[src/rtl/fifo.sv]
// Single-clock FIFO of SIZE words, registered show-ahead read data and accept acks.
// Latency: a write accepted at edge N is visible on rddata after edge N+1; acks arrive one edge after the request.
// Backpressure: writes are refused while full and reads while empty (registered flags); refused requests are dropped.
module fifo #(
  parameter int DATA_WIDTH = 8,
  parameter int SIZE       = 3,
  localparam int CW        = $clog2(SIZE + 1)
) (
  input  logic                  clk,
  input  logic                  reset,
  input  logic                  rden,
  output logic [DATA_WIDTH-1:0] rddata,
  output logic                  rddata_valid,
  output logic                  rddone,
  input  logic                  wren,
  input  logic [DATA_WIDTH-1:0] wrdata,
  output logic                  wrdone,
  output logic                  empty,
  output logic                  full,
  output logic [CW-1:0]         num_used,
  output logic [CW-1:0]         num_free
);

  // Pointer width; a single-entry FIFO still needs one bit to hold index 0.
  localparam int PW = (SIZE > 1) ? $clog2(SIZE) : 1;
  localparam logic [PW-1:0] LAST_IDX = PW'(SIZE - 1);
  localparam logic [CW-1:0] SIZE_CNT = CW'(SIZE);

  logic [DATA_WIDTH-1:0] mem [SIZE];
  logic [PW-1:0]         wp;
  logic [PW-1:0]         rp;
  logic [CW-1:0]         cnt;
  logic                  wr_acc;
  logic                  rd_acc;

  // Pointers wrap at SIZE-1 so non-power-of-two depths work.
  function automatic logic [PW-1:0] ptr_next(input logic [PW-1:0] p);
    return (p == LAST_IDX) ? '0 : p + PW'(1);
  endfunction

  // Status flags come purely from the registered count.
  always_comb begin
    empty    = (cnt == '0);
    full     = (cnt == SIZE_CNT);
    num_used = cnt;
    num_free = SIZE_CNT - cnt;
  end

  // Accept decisions use the flags as they were before the edge, so a
  // simultaneous read never makes room for a write and vice versa.
  always_comb begin
    wr_acc = wren && !full;
    rd_acc = rden && !empty;
  end

  // Storage array is intentionally left unreset.
  always_ff @(posedge clk) begin
    if (wr_acc) begin
      mem[wp] <= wrdata;
    end
  end

  // Pointer and occupancy state.
  always_ff @(posedge clk or negedge reset) begin
    if (!reset) begin
      wp  <= '0;
      rp  <= '0;
      cnt <= '0;
    end else begin
      if (wr_acc) begin
        wp <= ptr_next(wp);
      end
      if (rd_acc) begin
        rp <= ptr_next(rp);
      end
      case ({wr_acc, rd_acc})
        2'b10:   cnt <= cnt + CW'(1);
        2'b01:   cnt <= cnt - CW'(1);
        default: cnt <= cnt;
      endcase
    end
  end

  // Registered read data and acknowledges, refreshed every edge; rddata
  // samples the head before the pointer moves, so it is the popped word.
  always_ff @(posedge clk or negedge reset) begin
    if (!reset) begin
      rddata       <= '0;
      rddata_valid <= 1'b0;
      rddone       <= 1'b0;
      wrdone       <= 1'b0;
    end else begin
      rddata       <= mem[rp];
      rddata_valid <= !empty;
      rddone       <= rd_acc;
      wrdone       <= wr_acc;
    end
  end

endmodule

[config.mk]
export PLATFORM = sky130hd
export DESIGN_NAME = fifo
export DESIGN_NICKNAME = d
export VERILOG_FILES = /design/src/rtl/fifo.sv
export SDC_FILE = /design/constraint.sdc
export NUM_CORES = 1
export LEC_CHECK = 0
export ABC_AREA = 1
export CELL_PAD_IN_SITES_DETAIL_PLACEMENT = 1
export CELL_PAD_IN_SITES_GLOBAL_PLACEMENT = 1
export CORE_MARGIN = 2
export CORE_UTILIZATION = 38
export CTS_BUF_LIST = sky130_fd_sc_hd__clkbuf_4
export CTS_CLUSTER_DIAMETER = 120
export DETAILED_ROUTE_END_ITERATION = 10
export GPL_TIMING_DRIVEN = 0
export PLACE_DENSITY = 0.84
export SLEW_MARGIN = 25
export SYNTH_ARGS = -nofsm -noshare
export SYNTH_HDL_FRONTEND = slang
export SYNTH_SLANG_ARGS = --single-unit
[constraint.sdc]
create_clock -name clk -period 1.78 [get_ports clk]
set_clock_uncertainty 0.2 [all_clocks]
set_input_delay 0.267 -clock clk [delete_from_list [all_inputs] [get_ports clk]]
set_output_delay 0.267 -clock clk [all_outputs]
set_load 0.01 [all_outputs]
# After elaboration in Yosys (flattened, before gate mapping)
# Memories as Yosys holds them, arrays and structs flattened. A register that Yosys moved wholly into a read port is not among the register bits.
# Index checks and enable logic that the tools add are counted.
# classes
n_reduce_logical,7
muxes,5
n_addsub,5
eq_ne,5
# ops
op,n
$eq 2x2->1 const B,4
$add 2x1->2 const B,3
$mux 2,2
$pmux 2 s2,1
$logic_not 1->1,3
$eq 2x1->1 const B,1
$logic_and 1x1->1,2
$logic_not 2->1,1
$mux 1,2
$reduce_bool 2->1,1
$sub 2x1->2 const B,1
$sub 2x2->2 const A,1
# word_totals
memories,1
output_inout_bits,17
register_bits,9
in_bits,12
ram_bits,24
word_cells,29
# mem_list
name,words,word_bits,rd,rd_ports_with_merged_regs,write_ports,line_no,source
mem,3,8,1,1,1,29,logic [DATA_WIDTH-1:0] mem [SIZE];

# Depth between registers and ports, before layout
# depth
ltp_word,5
mapped_depth,8
mapped_depth_nobuf,8

# Least setup slack after synthesis
# No wires, ideal clock.
# synth_timing
path_kind,register to register
start,"register cnt[0], in the netlist num_used[0]"
end,"memory mem[2][0], enable pin"
t_arrival_ps,1271
path_slack_ps,-75
path_buffers,0
synth_period_minus_slack_ps,1855
stages_incl_launch_ff,4
setup_ps,383
required_ps,1197
path_cell_list,dfrtp_1 -> nand2_2 -> nand2_4 -> nor3_1
# synth_via
elab_chain_len,5
# synth_lines
element,line_no,source
"start, declared",32,logic [CW-1:0] cnt;
"start signal, assigned",77,2'b10: cnt <= cnt + CW'(1);
"start signal, assigned",78,2'b01: cnt <= cnt - CW'(1);
"start signal, assigned",79,default: cnt <= cnt;
$eq 2x2->1,44,full = (cnt == SIZE_CNT);
$logic_not 1->1,52,wr_acc = wren && !full;
$logic_and 1x1->1,52,
$mux 1,58,if (wr_acc) begin
$mux 1 (not written as such),59,mem[wp] <= wrdata;
"end, declared",29,
# Every way passes these cells.

# Worst setup path after layout
# layout_timing
start,register rddata[5] (read register of mem)
end,output port rddata[5]
# layout_lines
element,line_no,source
"start, declared",12,"output logic [DATA_WIDTH-1:0] rddata,"
# No word-level cell between the ends.

==> summary.txt <==
Finish
  • Most frequent cells in the layout: 37 x nand2_1, 24 x edfxtp_1, 22 x clkdlybuf4s50_1, 15 x dfrtp_1, 9 x nand3_1
  • Storage element area: 1150 sq um
  • Post-layout net count: 165
  • Multi-input gate area: 332 sq um
  • Finished Cell Area: 1960 sq um
  • Most common cell after layout, fill and taps aside: nand2_1
  • Filler instances: 386
  • Util after Layout: 52.9%
  • # diodes: 0
  • P&R area growth vs syn: 32.7%
  • Share of layout cells above drive strength 1: 19.6%

Die
  • Die ar.: 4410 sq um
  • Area of the core: 3720 sq um
  • Starting density of the core: 39.8%
  • Die Wd: 66.4 um
  • Die height: 66.4 um
  • IO Pins: 29
  • # rows: 22

Logic synthesis
  • Sequential area share after synthesis: 77.4%
  • Number of synthesized register bits: 41
  • Share of the synthesized area in the top cell type: 48.7%
  • Synth cell types: 17
  • Synthesized instance count: 113
  • Largest cells by area after synthesis: edfxtp_1 49%, dfrtp_1 29%, nand2_1 9.4%
  • Mean post-synth cell area: 13.1 sq um
  • Syn Nets: 126
  • Synth Cell Area: 1480 sq um
  • Ys Warns: 0
  • Post-synth top area cell: edfxtp_1

Clock tree
  • TritonCTS Buffers: 5
  • CTS root buf: clkbuf_4
  • Clock sink total: 41
  • Reg clk slew, reported paths: 0.12 ns
  • Htree depth: 2
  • CTS tree: done
  • Skew-Pair Late Insertion Delay: 0.35 ns
  • Clock Tree Buf Depth: 2

Worst setup path
  • Largest delay share family, worst path: buffers and inverters
  • Arrival time worst endpoint: 1.28 ns
  • CP Cell Sequence: clkdlybuf4s50_1
  • CP max stage delay: 0.54 ns
  • Crit start category: register
  • Crit Path Max Fanout: 1
  • Setup crit end kind: primary output
  • Critical path class: reg2out
  • CP bufs+invs: 1
  • WP data required: 1.31 ns
  • CP max stage cell: clkdlybuf4s50_1

Placed design
  • Placed instance area: 1830 sq um
  • GPL Wtd Cong: 0.645
  • Dpl ws: -0.333 ns
  • PortBufs: 28
  • Detail Placement HPWL: 1.98 mm

Power
  • PD cells: 1680 nW/um^2
  • Peak VDD IR: 684 uV
  • Sw Ratio: 33.8%
  • Flop pwr share: 44.6%
  • Comb pwr share: 37.1%
  • Internal: 2180 uW
  • Clk pwr share: 18.4%
  • Leak Pwr: 0.000806 uW
  • Sw Pwr: 1110 uW

Drt
  • Post-route DRC: 0
  • Via count: 950
  • First DRT Iteration DRCs: 26
  • DRT Pass-1 Iters: 4
  • DRT antenna net count: 0
  • Via density: 4.73
  • Post-Route WL: 2.97 mm
  • WL/cell: 14.8 um

STA
  • Worst-margin pin slew: 0.780 ns
  • Final setup viols: 0
  • Minimum clock period: 1.75 ns
  • Final max-slew violation count: 0
  • Final Hold Fails: 0
  • Worst rel slew slack: 47.9%
  • RSZ-0062 raised after global routing: false
  • Fin crit share: 98.3%
  • Min setup slack post-route: 0.0309 ns
  • Fmax: 0.572 GHz

GRT
  • GRT overflow: 0
  • Global Route Usage Sum: 15.8%
  • First-pass GRT wire length: 4.86 mm
  • Largest net degree at the start of global routing: 18
  • Vias in the first global route: 1051
  • Initial antenna violation count: 0

Hold path
  • Hold Crit Class: in2async

Flow run
  • # Max-Cap Violations: 0

Status
  • Outcome: completed
flip-flops by register name, indices dropped and copies added, names as in the netlist:
register / count
wrdone: 1
rp: 2
rddata: 8
num_used: 2
rddone: 1
rddata_valid: 1
wp: 2
mem: 24
cell families (layout without fill, tap and decap cells):
| logic type | after synthesis | in the layout | synth area share (%) |
|---|---|---|---|
| adder cells (fa/ha/maj) | 1 | 1 | 0.845 |
| flip-flops | 41 | 41 | 77.4 |
| XOR/XNOR | 1 | 1 | 0.592 |
| AO/OA/AOI/OAI | 3 | 3 | 1.01 |
| buffers and inverters | 11 | 51 | 3.04 |
| AND/OR/NAND/NOR | 56 | 56 | 17.1 |
power groups by stage:
stage / Clock, uW / Sequential, uW / Combinational (uW)
after floorplan: 0 / 1530 / 505
after global placement: 0 / 1470 / 1080
after detailed placement: 0 / 1490 / 1130
after CTS: 611 / 1460 / 1190
after global routing: 648 / 1500 / 1350
final: 605 / 1470 / 1220
area by class of cell:
cell class,instances,area share (%)
Buffer,1,0.382
Clock inverter,2,1.78
Clock buffer,6,2.29
Timing Repair Buffer,32,15.2
Multi-Input combinational cell,61,16.9
Inverter,10,1.91
Tap cell,48,3.06
Sequential cell,41,58.5
per-layer routing:
metal  track usage, %  wire length [um]  part of all wire [%]
met4             11.2                77                   2.6
met1             16.7              1230                    42
met2             27.1              1570                    53
met3             3.92                89                   3.0
met5                0                 0                     0
cell usage after synthesis:
cell and number:
nor2_4 2, nand2_4 1, nand3_1 9, dfrtp_1 17
nor2_1 3, inv_1 6, or2_1 1, nand4_1 1
buf_4 1, edfxtp_1 24, ha_1 1, nand2_2 1
xnor2_1 1, inv_2 4, o21ai_1 3, nand2_1 37
nor3_1 1
final timing paths:
kind                            cells after the start  slack [ns]        start     endpoint
worst min-delay path                                1        0.16        reset        rp[1]
worst max register to register                      3        0.10  num_used[0]    mem[0][4]
worst min register to register                      2        0.27    mem[1][7]    rddata[7]
worst max-delay path                                1        0.03    rddata[5]    rddata[5]
max in group asynchronous                           1        0.69        reset  num_used[1]
min in group clk                                    2        0.27    mem[1][7]    rddata[7]
what timing repair did:
action	CTS	global route
hold buffers	0	0
resized for setup	15	3
setup buffers	4	0
endpoints found under the setup margin	30	2
through the flow:
stage                     power, uW  hold WS (ns)  std cells  setup TNS (ns)
after floorplan                2030        -0.229        113               0
after CTS                      3270         0.179        201               0
after global routing           3500         0.204        201               0
after global placement         2550         0.232        189           -6.58
final                          3290         0.158        201               0
after detailed placement       2620         0.248        189           -7.49
No activity file was read; power rests on OpenSTA's default activity.
